`config.mk`:
```
export PLATFORM = sky130hd
export DESIGN_NAME = uart_rx_flat
export DESIGN_NICKNAME = d
export VERILOG_FILES = /design/src/rtl/uart_rx_if.sv /design/src/rtl/uart_rx.sv /design/src/flat_wrapper.sv
export SDC_FILE = /design/constraint.sdc
export NUM_CORES = 1
export LEC_CHECK = 0
export CORE_MARGIN = 2
export CORE_UTILIZATION = 45
export DETAILED_ROUTE_END_ITERATION = 6
export HOLD_SLACK_MARGIN = 0.12
export PLACE_DENSITY = 0.65
export SETUP_SLACK_MARGIN = 0.05
export SLEW_MARGIN = 15
export SYNTH_ARGS = -nofsm -noshare
export SYNTH_HDL_FRONTEND = slang
export SYNTH_SLANG_ARGS = --single-unit
```
`constraint.sdc`:
```
create_clock -name clk -period 2.9 [get_ports clk]
set_clock_uncertainty 0.1 [all_clocks]
set_input_delay 0.58 -clock clk [delete_from_list [all_inputs] [get_ports clk]]
set_output_delay 0.58 -clock clk [all_outputs]
set_load 0.02 [all_outputs]
```
`src/rtl/uart_rx_if.sv`:
```
// Receive-side bus of uart_rx: FIFO head, pop/clear strobes, sticky error flags, FSM state.
// Handshake: while valid=1, dout holds the oldest unread byte; re=1 on a clock edge with valid=1 pops it, re with valid=0 is ignored.
interface uart_rx_if;
    logic [7:0] dout;
    logic       valid;
    logic       re;
    logic       clr;
    logic       frame_err;
    logic       overrun;
    logic [2:0] state_dbg;

    modport master (
        output dout, valid, frame_err, overrun, state_dbg,
        input  re, clr
    );

    modport slave (
        input  dout, valid, frame_err, overrun, state_dbg,
        output re, clr
    );
endinterface

```
`src/rtl/uart_rx.sv`:
```
// 8N1 UART receiver: 2-flop synchronizer, mid-bit sampling FSM, and a small receive FIFO
// with sticky frame-error and overrun flags.
module uart_rx #(
    parameter int CLKS_PER_BIT = 2604,
    parameter int FIFO_DEPTH   = 4
) (
    input  logic      clk,
    input  logic      rst_n,
    input  logic      rx,
    uart_rx_if.master bus
);
    localparam int CW = $clog2(CLKS_PER_BIT + 1);
    localparam int AW = $clog2(FIFO_DEPTH);
    localparam logic [CW-1:0] HALF_CNT = CW'((CLKS_PER_BIT - 1) / 2);
    localparam logic [CW-1:0] LAST_CNT = CW'(CLKS_PER_BIT - 1);
    localparam logic [AW:0]   FULL_CNT = (AW + 1)'(FIFO_DEPTH);

    typedef enum logic [2:0] {
        IDLE      = 3'd0,
        START     = 3'd1,
        DATA      = 3'd2,
        STOP      = 3'd3,
        WAIT_HIGH = 3'd4
    } state_t;

    state_t          state, state_n;
    logic [CW-1:0]   cnt, cnt_n;
    logic [2:0]      idx, idx_n;
    logic [7:0]      shreg, shreg_n;
    logic            sync1, rx_s;
    logic            push, ferr_set;

    logic [7:0]      mem [FIFO_DEPTH];
    logic [AW-1:0]   wr_ptr, rd_ptr;
    logic [AW:0]     count;
    logic            pop, full, do_write, ovr_set;
    logic            frame_err_q, overrun_q;

    always_ff @(posedge clk or negedge rst_n) begin
        if (!rst_n) begin
            sync1 <= 1'b1;
            rx_s  <= 1'b1;
        end else begin
            sync1 <= rx;
            rx_s  <= sync1;
        end
    end

    always_ff @(posedge clk or negedge rst_n) begin
        if (!rst_n) begin
            state <= IDLE;
            cnt   <= '0;
            idx   <= '0;
            shreg <= '0;
        end else begin
            state <= state_n;
            cnt   <= cnt_n;
            idx   <= idx_n;
            shreg <= shreg_n;
        end
    end

    always_comb begin
        state_n  = state;
        cnt_n    = cnt;
        idx_n    = idx;
        shreg_n  = shreg;
        push     = 1'b0;
        ferr_set = 1'b0;
        case (state)
            IDLE: begin
                cnt_n = '0;
                if (!rx_s) state_n = START;
            end
            START: begin
                // Re-check the start bit at its midpoint to reject glitches.
                if (cnt == HALF_CNT) begin
                    cnt_n   = '0;
                    idx_n   = '0;
                    state_n = rx_s ? IDLE : DATA;
                end else begin
                    cnt_n = cnt + CW'(1);
                end
            end
            DATA: begin
                if (cnt == LAST_CNT) begin
                    cnt_n          = '0;
                    shreg_n[idx]   = rx_s;
                    if (idx == 3'd7) state_n = STOP;
                    else             idx_n   = idx + 3'd1;
                end else begin
                    cnt_n = cnt + CW'(1);
                end
            end
            STOP: begin
                if (cnt == LAST_CNT) begin
                    cnt_n = '0;
                    if (rx_s) begin
                        push    = 1'b1;
                        state_n = IDLE;
                    end else begin
                        ferr_set = 1'b1;
                        state_n  = WAIT_HIGH;
                    end
                end else begin
                    cnt_n = cnt + CW'(1);
                end
            end
            WAIT_HIGH: begin
                if (rx_s) state_n = IDLE;
            end
            default: state_n = IDLE;
        endcase
    end

    // A simultaneous pop frees the head slot, so a push into a full FIFO still lands.
    assign pop      = bus.re && (count != '0);
    assign full     = (count == FULL_CNT);
    assign do_write = push && (!full || pop);
    assign ovr_set  = push && full && !pop;

    always_ff @(posedge clk or negedge rst_n) begin
        if (!rst_n) begin
            for (int i = 0; i < FIFO_DEPTH; i++) mem[i] <= '0;
            wr_ptr <= '0;
            rd_ptr <= '0;
            count  <= '0;
        end else begin
            if (do_write) begin
                mem[wr_ptr] <= shreg;
                wr_ptr      <= wr_ptr + AW'(1);
            end
            if (pop) rd_ptr <= rd_ptr + AW'(1);
            count <= count + (AW + 1)'(do_write) - (AW + 1)'(pop);
        end
    end

    always_ff @(posedge clk or negedge rst_n) begin
        if (!rst_n) begin
            frame_err_q <= 1'b0;
            overrun_q   <= 1'b0;
        end else begin
            if (ferr_set)     frame_err_q <= 1'b1;
            else if (bus.clr) frame_err_q <= 1'b0;
            if (ovr_set)      overrun_q   <= 1'b1;
            else if (bus.clr) overrun_q   <= 1'b0;
        end
    end

    assign bus.dout      = mem[rd_ptr];
    assign bus.valid     = (count != '0);
    assign bus.frame_err = frame_err_q;
    assign bus.overrun   = overrun_q;
    assign bus.state_dbg = state;
endmodule
```
`src/flat_wrapper.sv`:
```
// flat-port wrapper written by rule: the top's interface ports become plain ports
module uart_rx_flat 
#(
    parameter int CLKS_PER_BIT = 2604,
    parameter int FIFO_DEPTH   = 4
)
  (clk, rst_n, rx, bus_dout, bus_valid, bus_frame_err, bus_overrun, bus_state_dbg, bus_re, bus_clr);
  uart_rx_if bus_i ();
  input  logic clk;
  input  logic rst_n;
  input  logic rx;
  output wire logic [$bits(bus_i.dout)-1:0] bus_dout;
  output wire logic [$bits(bus_i.valid)-1:0] bus_valid;
  output wire logic [$bits(bus_i.frame_err)-1:0] bus_frame_err;
  output wire logic [$bits(bus_i.overrun)-1:0] bus_overrun;
  output wire logic [$bits(bus_i.state_dbg)-1:0] bus_state_dbg;
  input wire logic [$bits(bus_i.re)-1:0] bus_re;
  input wire logic [$bits(bus_i.clr)-1:0] bus_clr;
  assign bus_dout = bus_i.dout;
  assign bus_valid = bus_i.valid;
  assign bus_frame_err = bus_i.frame_err;
  assign bus_overrun = bus_i.overrun;
  assign bus_state_dbg = bus_i.state_dbg;
  assign bus_i.re = bus_re;
  assign bus_i.clr = bus_clr;
  uart_rx #(.CLKS_PER_BIT(CLKS_PER_BIT), .FIFO_DEPTH(FIFO_DEPTH)) u_core (.clk(clk), .rst_n(rst_n), .rx(rx), .bus(bus_i));
endmodule
```
==> flow_metrics.env <==
export IMPL_antenna_violating_nets_post_route=0
export IMPL_yosysSeqAreaShare_pct=49.27
export IMPL_cp_arrival_ps=1980
export IMPL_ios=19
export IMPL_crit_fanout=10
export IMPL_syn_inst=277
export IMPL_async_reset_ff_share_pct=100.0
export IMPL_slew_viol_final=0
export IMPL_grt_max_degree=70
export IMPL_cap_violations=0
export IMPL_ir_worst_vdd_uv=278.0
export IMPL_h_tree_depth=3
export IMPL_cp_cell_sequence="buf_4 > mux4_2 > clkdlybuf4s50_1"
export IMPL_worst_endpoint_required_ps=2220
export IMPL_syn_num_nets=293
export IMPL_grt_antenna_before_repair=0
export IMPL_final_nets=321
export IMPL_die_area_sq_mm=0.008521
export IMPL_worst_slack_ps=243.1
export IMPL_postSynthAreaPerCell_sq_um=12.67
export IMPL_min_period_over_period_pct=91.62
export IMPL_wl_mm=6.428
export IMPL_critPathSlowestCell="clkdlybuf4s50_1"
export IMPL_hp_class="input pin to asynchronous set/reset pin"
export IMPL_cts_sinks=69
export IMPL_synth_warnings=0
export IMPL_critPathKind="flip-flop to output port"
export IMPL_crit_path_start_kind="flip-flop"
export IMPL_report_final_setup_viol=0
export IMPL_rrSetupSlack_ps=390
export IMPL_rsz0062_at_grt="no"
export IMPL_clk_path_buf_depth=2
export IMPL_tightest_slew_ps=604.0
export IMPL_setup_tns_ps=0
export IMPL_rr_worst_depth=9
export IMPL_hold_viol_final=0
export IMPL_reg2reg_to="u_core.count[2]$_DFF_PN0_"
export IMPL_status="finished, final reports clean"
export IMPL_drtPass1Iterations=4
export IMPL_syn_cell_area_sq_mm=0.003510
export IMPL_core_rowCount=32
export IMPL_antenna_cells=0
export IMPL_pre_cts_ws_ps=208.0
export IMPL_via_count=2246
export IMPL_ys_types=55
export IMPL_cts_buffers=9
export IMPL_grt_pass1_wl_mm=11.21
export IMPL_final_min_clock_period_ps=2657
export IMPL_place_hpwl_mm=4.462
export IMPL_slew_headroom_pct=59.55
export IMPL_grt_usage_pct=16.89
export IMPL_r2r_start="u_core.count[1]$_DFF_PN0_"
export IMPL_drc=0
export IMPL_chipWidth_microns=92.31
export IMPL_synth_ff_type="dfrtp_1"
export IMPL_die_h_microns=92.31
export IMPL_fmaxAchievable_ghz=0.3764
export IMPL_grt_overflow_total=0
export IMPL_initial_core_util_pct=45.89
export IMPL_p_leak_uw=0.001875
export IMPL_critPathCaptureType="output port"
export IMPL_gr_usage_met2_pct=27.01
export IMPL_grt_pass1_vias=2278
export IMPL_drive_gt1_share_pct=30.00
export IMPL_ys_ff_latch=69
export IMPL_cellPowerDensity_mw_per_mm2=573.4
export IMPL_gr_usage_met1_pct=22.78
export IMPL_use_met3_pct=3.092
export IMPL_synth_edf_count=0
export IMPL_cts_hold_buf=0
export IMPL_cts_tree="built"
export IMPL_cts_root_buf="clkbuf_8"
export IMPL_numPortBuffers=18
export IMPL_area_growth_syn_to_layout_pct=17.54
export IMPL_vias_per_cell=5.451
export IMPL_clk_latency_ps=340
export IMPL_path_clk_slew_ps=80
export IMPL_core_sq_mm=0.007647
export IMPL_critPathMaxStageDelay_ps=550
export IMPL_top_usage_layer="met2"
export IMPL_routedWlPerCell_microns=15.60
export IMPL_drt_initial_drc_count=65
export IMPL_globalplace_congestion=0.7914
==> critical path: cells and delay by family, from the launching register on <==
kind,cells,cell delay (ps)
buf+inv,2,770
mux,1,530
flops,1,330
==> Yosys cell counts (5+ instances only) <==
master	count	area share (%)
a21oi_1	6	0.86
clkbuf_1	7	0.75
dfrtp_1	67	48
ha_1	10	3.6
inv_1	16	1.7
mux2_2	32	10
mux2_4	10	4.3
mux4_2	8	5.1
nand2_1	14	1.5
nand3_1	5	0.71
nand4_1	6	1.1
nor2_1	6	0.64
nor3_1	8	1.1
nor4_1	5	0.89
o21ai_0	7	1.0
xnor2_1	6	1.5
==> metrics by stage <==
stage | cell area (sq um) | std cells | power (uW) | hold WS [ps] | util (%)
floorplan | 3510 | 277 | 1256 | 184.4 | -
finish | 4125 | 412 | 2365 | 146.4 | 53.94
global route | 4125 | 412 | 2474 | 174.2 | 53.94
global placement | 3850 | 396 | 1343 | 246.7 | 50.34
detailed placement | 3850 | 396 | 1345 | 249.7 | 50.34
CTS | 4119 | 412 | 2402 | 157.1 | 53.86
==> report_power, final <==
| group | total (uW) | leakage (uW) | internal, uW | switching [uW] |
|---|---|---|---|---|
| combinational | 259 | 0.000814 | 133 | 126 |
| sequential | 1060 | 0.000931 | 1000 | 57.2 |
| clock | 1050 | 0.000130 | 664 | 382 |
==> kinds of logic (layout without fill, tap and decap cells) <==
kind of cell    Yosys count  count (layout)  synth area share [%]
xor+xnor                  9               9                 2.246
fa+ha+maj                11              11                 4.135
compound gates           30              30                 5.562
flops                    69              69                 49.27
buf+inv                  27              60                 3.137
simple gates             79              79                 15.40
mux                      52              52                 20.25
==> flip-flops by register name (all words and copies together), names as in the netlist <==
signal / flops
u_core.mem: 32
u_core.cnt: 12
u_core.shreg: 8
u_core.bus.state_dbg: 3
u_core.count: 3
u_core.idx: 3
u_core.rd_ptr: 2
u_core.wr_ptr: 2
u_core.bus.frame_err: 1
u_core.bus.overrun: 1
u_core.rx_s: 1
u_core.sync1: 1
==> placed cells by master, fill, tap and decap left out, types with 4 or more instances in the layout <==
cell and count:
inv_1 16, nand3_1 5, dfrtp_1 67, mux2_4 10
clkdlybuf4s50_1 17, a21oi_1 6, nand2_1 14, and3_1 4
mux4_2 8, nand3_4 4, nand4_1 6, xnor2_1 6
ha_1 10, o22ai_1 4, clkbuf_8 9, nor4_1 5
o21ai_0 7, nor3_1 8, mux2_2 32, buf_4 9
bufinv_16 4, nor2_1 6
==> timing repair <==
action                                  CTS  global route
setup buffers                             0             0
endpoints found under the setup margin    0             1
resized for setup                         0             1
==> area by class of cell <==
type | count | area, sq um
inverter | 16 | 60.06
tap | 102 | 127.6
timing repair buffer | 28 | 262.8
sequential | 69 | 1729
fill | 659 | 3522
clock buffer | 9 | 123.9
clock inverter | 7 | 145.1
multi-input combinational | 181 | 1677
==> metal layers <==
layer / part of all wire [%] / wire [microns]
met1: 48 / 3056
met2: 48 / 3094
met3: 2.9 / 185
met4: 1.4 / 92
met5: 0 / 0
==> worst max path at each step <==
stage	from	to	slack, ps	cells after the start
after floorplan	u_core.cnt[0]$_DFFE_PN0P_	u_core.count[2]$_DFF_PN0_	360	9
after detailed placement	bus_re	u_core.count[2]$_DFF_PN0_	210	9
final	u_core.rd_ptr[0]$_DFFE_PN0P_	bus_dout[0]	240	3
after global routing	u_core.rd_ptr[0]$_DFFE_PN0P_	bus_dout[0]	160	3
after CTS	u_core.cnt[0]$_DFFE_PN0P_	u_core.count[2]$_DFF_PN0_	210	9
after global placement	bus_re	u_core.count[2]$_DFF_PN0_	240	9
Note: power is estimated with default switching activity, not from simulation.
